File: src/rtl/uart_move_parser.sv
// uart_move_parser: parses ASCII cube moves from a UART byte stream into a FWFT move FIFO
module uart_move_parser #(
    parameter int DEPTH        = 16,
    parameter int TIMEOUT_CLKS = 200000
) (
    input  logic                         I_sys_clk,
    input  logic                         I_rst,
    input  logic [7:0]                   I_rx_data,
    input  logic                         I_rx_data_valid,
    input  logic                         I_move_ready,
    output logic                         o_move_valid,
    output logic [2:0]                   o_move_face,
    output logic [1:0]                   o_move_turn,
    output logic [$clog2(DEPTH+1)-1:0]   o_fifo_count,
    output logic                         o_overflow,
    output logic [7:0]                   o_err_count
);
    localparam int AW = $clog2(DEPTH);
    localparam int CW = $clog2(DEPTH+1);
    localparam int TW = $clog2(TIMEOUT_CLKS);
    localparam logic [0:0] IDLE = 1'b0;
    localparam logic [0:0] PEND = 1'b1;
    logic [0:0]    state, nxt_state;
    logic [2:0]    face_q, nxt_face, byte_face;
    logic [TW-1:0] timer, nxt_timer;
    logic          is_face, is_prime, is_two, is_sep;
    logic          push, do_push, pop, err_inc;
    logic [1:0]    push_turn;
    logic [4:0]    mem [DEPTH];
    logic [AW-1:0] rd_ptr, wr_ptr;
    // classify the incoming byte and map face letters to their codes
    always_comb begin
        byte_face = I_rx_data == 8'h55 ? 3'd0 :
                    I_rx_data == 8'h44 ? 3'd1 :
                    I_rx_data == 8'h4C ? 3'd2 :
                    I_rx_data == 8'h52 ? 3'd3 :
                    I_rx_data == 8'h46 ? 3'd4 : 3'd5;
        is_face   = I_rx_data inside {8'h55, 8'h44, 8'h4C, 8'h52, 8'h46, 8'h42};
        is_prime  = I_rx_data == 8'h27;
        is_two    = I_rx_data == 8'h32;
        is_sep    = I_rx_data inside {8'h20, 8'h2C, 8'h0D, 8'h0A};
    end
    // parser next state: a byte always beats the idle timeout in the same cycle
    always_comb begin
        push      = 1'b0;
        push_turn = 2'b01;
        nxt_state = state;
        nxt_face  = face_q;
        nxt_timer = timer;
        err_inc   = 1'b0;
        if (I_rx_data_valid) begin
            nxt_timer = '0;
            if (state == IDLE) begin
                nxt_state = is_face ? PEND : IDLE;
                nxt_face  = is_face ? byte_face : face_q;
                err_inc   = !is_face && !is_sep;
            end else begin
                push      = 1'b1;
                push_turn = is_prime ? 2'b11 : is_two ? 2'b10 : 2'b01;
                nxt_state = is_face ? PEND : IDLE;
                nxt_face  = is_face ? byte_face : face_q;
                err_inc   = !(is_face || is_prime || is_two || is_sep);
            end
        end else if (state == PEND) begin
            if (timer == TW'(TIMEOUT_CLKS - 1)) begin
                push      = 1'b1;
                nxt_state = IDLE;
                nxt_timer = '0;
            end else begin
                nxt_timer = timer + 1'b1;
            end
        end
    end
    assign pop          = o_move_valid && I_move_ready;
    assign do_push      = push && (o_fifo_count != CW'(DEPTH));
    assign o_move_valid = o_fifo_count != '0;
    assign {o_move_face, o_move_turn} = o_move_valid ? mem[rd_ptr] : 5'd0;
    // parser state, pending face and idle timer
    always_ff @(posedge I_sys_clk) begin
        if (I_rst) begin
            state  <= IDLE;
            face_q <= '0;
            timer  <= '0;
        end else begin
            state  <= nxt_state;
            face_q <= nxt_face;
            timer  <= nxt_timer;
        end
    end
    // move storage; contents need no reset since count gates visibility
    always_ff @(posedge I_sys_clk) begin
        if (do_push)
            mem[wr_ptr] <= {face_q, push_turn};
    end
    // FIFO pointers, occupancy, sticky overflow and saturating error count
    always_ff @(posedge I_sys_clk) begin
        if (I_rst) begin
            rd_ptr       <= '0;
            wr_ptr       <= '0;
            o_fifo_count <= '0;
            o_overflow   <= 1'b0;
            o_err_count  <= '0;
        end else begin
            if (do_push)
                wr_ptr <= wr_ptr + 1'b1;
            if (pop)
                rd_ptr <= rd_ptr + 1'b1;
            o_fifo_count <= (do_push && !pop) ? o_fifo_count + 1'b1 :
                            (pop && !do_push) ? o_fifo_count - 1'b1 : o_fifo_count;
            if (push && !do_push)
                o_overflow <= 1'b1;
            if (err_inc && o_err_count != 8'hFF)
                o_err_count <= o_err_count + 1'b1;
        end
    end
endmodule

File: config.mk
export PLATFORM = sky130hd
export DESIGN_NAME = uart_move_parser
export DESIGN_NICKNAME = d
export VERILOG_FILES = /design/src/rtl/uart_move_parser.sv
export SDC_FILE = /design/constraint.sdc
export NUM_CORES = 1
export LEC_CHECK = 0
export CORE_MARGIN = 2
export CORE_UTILIZATION = 35
export DETAILED_ROUTE_END_ITERATION = 12
export MAX_ROUTING_LAYER = met4
export RECOVER_POWER = 100
export SLEW_MARGIN = 30
export SYNTH_ARGS = -nofsm -noshare
export SYNTH_HDL_FRONTEND = slang
export SYNTH_SLANG_ARGS = --single-unit
export TNS_END_PERCENT = 5
File: constraint.sdc
create_clock -name I_sys_clk -period 2.8 [get_ports I_sys_clk]
set_input_delay 0.56 -clock I_sys_clk [delete_from_list [all_inputs] [get_ports I_sys_clk]]
set_output_delay 0.56 -clock I_sys_clk [all_outputs]
set_load 0.005 [all_outputs]
==> PnR_summary.wiki <==
{| class="wikitable"
! Metric !! Value
|-
| Status || complete, but fails checks
|-
| Failing checks || setup timing
|-
| Power spent charging and discharging nets || 1.38 mW
|-
| Peak VDD IR || 0.000378 V
|-
| Syn-to-layout area delta || 27.0%
|-
| Filler cells || 1424
|-
| Number of global-route vias before repair || 3714
|-
| Final hold violation count || 0
|-
| Post-synthesis register bit count || 128
|-
| Synth warnings || 0
|-
| Final worst-path cycle share || 1.03
|-
| Post-detailed-placement half-perimeter wirelength || 7910 µm
|-
| Kind of cell with the highest combined delay on the critical path || multiplexers
|-
| Min Tclk post-route || 2.87 ns
|-
| First-pass GRT wire length || 19000 µm
|-
| Overall Global Routing Usage || 0.155
|-
| Finished Core Util || 0.453
|-
| Via density || 4.98
|-
| Number of nets in the layout || 543
|-
| WP buf/inv || 3
|-
| Most area-hungry cell type in the Yosys netlist || sky130_fd_sc_hd__edfxtp_1
|-
| Async S/R FF share, synth || 0
|-
| Standby leakage power || 2.57 nW
|-
| Worst slack, placed || -0.312 ns
|-
| Count of maximum capacitance violations || 0
|-
| Pin count of the biggest net entering global routing || 30
|-
| Final-layout setup total negative slack || -0.244 ns
|-
| Cell repeated most along the worst path || sky130_fd_sc_hd__mux4_2
|-
| Number of antenna violations at the first check in global routing || 0
|-
| Portion of total power attributed to combinational logic || 0.220
|-
| Largest cells by area after synthesis || sky130_fd_sc_hd__edfxtp_1, sky130_fd_sc_hd__dfxtp_1, sky130_fd_sc_hd__mux4_2, sky130_fd_sc_hd__nor2_1, sky130_fd_sc_hd__xor2_1
|-
| DRT Wirelength || 11800 µm
|-
| Ranking of synthesized cells by instance count || sky130_fd_sc_hd__edfxtp_1, sky130_fd_sc_hd__nor2_1, sky130_fd_sc_hd__dfxtp_1, sky130_fd_sc_hd__nand2_1, sky130_fd_sc_hd__mux4_2
|-
| Seq/Total Area, Yosys || 0.596
|-
| Slew at the pin with the worst max-slew slack || 0.790 ns
|-
| Internal cell power || 4.13 mW
|-
| Maximum clock skew at final layout || 0.0119 ns
|-
| Pwr Density || 768 nW/µm²
|-
| Headroom to the max-slew limit || 0.473
|-
| Later-pin clock latency in the skew report || 0.42 ns
|-
| Number of max-slew violations in the final report || 0
|-
| Root buffer selected by CTS || sky130_fd_sc_hd__clkbuf_16
|-
| Mapped Area || 5650 µm²
|-
| Initial Util || 0.357
|-
| Final Wtd Congestion || 0.859
|-
| Cell row count || 46
|-
| Number of CTS-inserted buffers || 17
|-
| Syn Inst Count || 440
|-
| Remaining global-route overflow || 0
|-
| Violation count after the first detailed-routing iteration || 201
|-
| Top cell type's share of synthesized area || 0.425
|-
| Timing-limited maximum frequency || 348 MHz
|-
| Total of hold buffers inserted after clock tree synthesis || 0
|-
| Core area || 15800 µm²
|-
| Most common cell in the synthesized netlist || sky130_fd_sc_hd__edfxtp_1
|-
| Switching part of the total || 0.250
|-
| Worst hold slack across all endpoints || 0.514 ns
|-
| Setup-violating endpoint count in the final report || 5
|-
| Count of cell types in the netlist || 55
|-
| Number of nets with antenna violations after routing || 0
|-
| CTS clk-pin slew, worst paths || 0.05 ns
|-
| Number of buffer cells added on primary ports || 31
|-
| Proportion of power drawn by the clock network || 0.399
|-
| Layout cells sized above 1 || 0.220
|-
| Average size of a mapped cell || 12.8 µm²
|-
| Sequential group share of total power || 0.382
|-
| Detailed-route DRC error count || 0
|-
| Final Total Pwr || 5.51 mW
|-
| Worst setup slack after layout || -0.0734 ns
|-
| Post-synth top flop || sky130_fd_sc_hd__edfxtp_1
|-
| Cell Area, Placed || 6490 µm²
|-
| Antenna Cells || 0
|-
| Number of flops mapped to enable cells by yosys || 80
|-
| CP arrival || 2.31 ns
|-
| Max stage delay on crit path || 0.54 ns
|-
| Die Span Y || 131 µm
|-
| Largest fanout on the critical path || 5
|-
| Worst Setup Start Kind || flip-flop
|-
| Kind of end point of the critical path || output port
|-
| Slowest cell on the critical path || sky130_fd_sc_hd__mux4_2
|-
| 1st-pass router iterations || 5
|-
| Number of cells in the finished layout apart from fillers || 748
|-
| Class of the most critical setup path || flip-flop to output port
|-
| Bufs on Longest Clock Path || 2
|-
| TritonCTS clock tree || yes
|-
| Die area || 17200 µm²
|-
| Total placed cells including tap cells || 711
|-
| Clk sinks || 128
|-
| Class of the worst hold path || flip-flop to flip-flop
|-
| I/O Pins || 32
|-
| Post-layout instance area || 7170 µm²
|-
| Detail-routed net length per standard cell || 15.8 µm
|-
| Count of vias placed by the detailed router || 3723
|-
| Ordered list of cells on the worst path || buf_12 > buf_16 > mux4_2 > mux4_2 > and2_1 > buf_2
|-
| Data required time at the worst endpoint || 2.24 ns
|-
| Post-synth net total || 464
|-
| Unrepaired setup endpoints after global routing || true
|-
| Die Width || 131 µm
|-
| CTS H-Tree Depth || 4
|}
## final timing paths
path,from,endpoint,slack [ns],cells after the start
max reg2reg,timer[10],o_fifo_count[4],0.05,12
min,timer[17],timer[17],0.51,2
min reg2reg,timer[17],timer[17],0.51,2
max,flip-flop,o_move_face[2],-0.07,6
## metal layers
metal / vias to the layer above / wire, µm / global-route usage
li1: 1797 / - / -
met1: 1846 / 5390 / 0.188
met2: 64 / 5930 / 0.248
met3: 16 / 362 / 0.0485
met4: 0 / 148 / 0.0501
met5: - / 0 / -
## flip-flops by register name, summed over array words and instances (netlist names), named ones only
register and cells:
face_q 3, timer 18, o_fifo_count 5, o_overflow 1, mem 80, wr_ptr 4, state 1, rd_ptr 4
o_err_count 8
## power groups by stage
stage	clock (mW)	sequential (mW)	combinational, mW
floorplan	0	2.12	0.589
global placement	0	2.13	1.03
detailed placement	0	2.13	1.05
CTS	2.24	2.11	1.24
global route	2.34	2.11	1.33
finish	2.20	2.10	1.21
## cells in the final DEF, fill, tap and decap left out, types with 5 or more instances in the layout
master,netlist,final
sky130_fd_sc_hd__or3_1,6,6
sky130_fd_sc_hd__xnor2_1,7,7
sky130_fd_sc_hd__nor2_1,56,55
sky130_fd_sc_hd__inv_1,9,9
sky130_fd_sc_hd__edfxtp_1,80,80
sky130_fd_sc_hd__dlygate4sd3_1,0,16
sky130_fd_sc_hd__o21ai_0,15,16
sky130_fd_sc_hd__nand2_1,26,26
sky130_fd_sc_hd__nor3_1,5,5
sky130_fd_sc_hd__clkbuf_1,13,18
sky130_fd_sc_hd__buf_4,2,25
sky130_fd_sc_hd__clkdlybuf4s50_1,0,10
sky130_fd_sc_hd__dfxtp_1,48,44
sky130_fd_sc_hd__nand3_1,13,13
sky130_fd_sc_hd__and3_1,5,5
sky130_fd_sc_hd__xor2_1,16,16
sky130_fd_sc_hd__mux4_2,25,25
sky130_fd_sc_hd__clkbuf_16,0,19
sky130_fd_sc_hd__nand4_1,9,10
sky130_fd_sc_hd__a21oi_1,22,20
sky130_fd_sc_hd__ha_1,11,10
sky130_fd_sc_hd__nand2b_1,8,8
## layout make-up
| class | instances | area (µm²) | area share |
|---|---|---|---|
| well taps | 216 | 270 | 0.0377 |
| repair buffers | 82 | 722 | 0.101 |
| clock buffers | 22 | 507 | 0.0707 |
| multi-input cells | 281 | 2170 | 0.303 |
| inverters | 9 | 33.8 | 0.00471 |
| flip-flops and latches | 128 | 3370 | 0.470 |
| clock inverters | 10 | 97.6 | 0.0136 |
## worst register-to-register path, delay by kind of cell, from the launching register on
family / cells / cell delay (ns)
AOI/OAI and AO/OA: 4 / 0.64
and+or+nand+nor: 4 / 1.02
xor gates and xnor gates: 1 / 0.08
adders and majority gates: 2 / 0.50
DFF: 1 / 0.34
buffers and inverters: 1 / 0.08
## kinds of logic (layout without fill, tap and decap cells)
family | after synthesis | count (layout) | share of synthesized area
AND/OR/NAND/NOR | 165 | 165 | 0.153
flip-flops | 128 | 128 | 0.596
AO/OA/AOI/OAI | 54 | 54 | 0.0585
buffers and inverters | 31 | 123 | 0.0255
multiplexers | 27 | 27 | 0.103
XOR/XNOR | 23 | 23 | 0.0357
adder cells (fa/ha/maj) | 12 | 12 | 0.0279
## what timing repair did
action,4_1_cts,5_1_grt
gates cloned,3,0
endpoints found under the setup margin,5,7
gates resized for setup,30,15
pin swaps,5,3
buffers inserted,3,0
(Power assumes the default switching activity.)
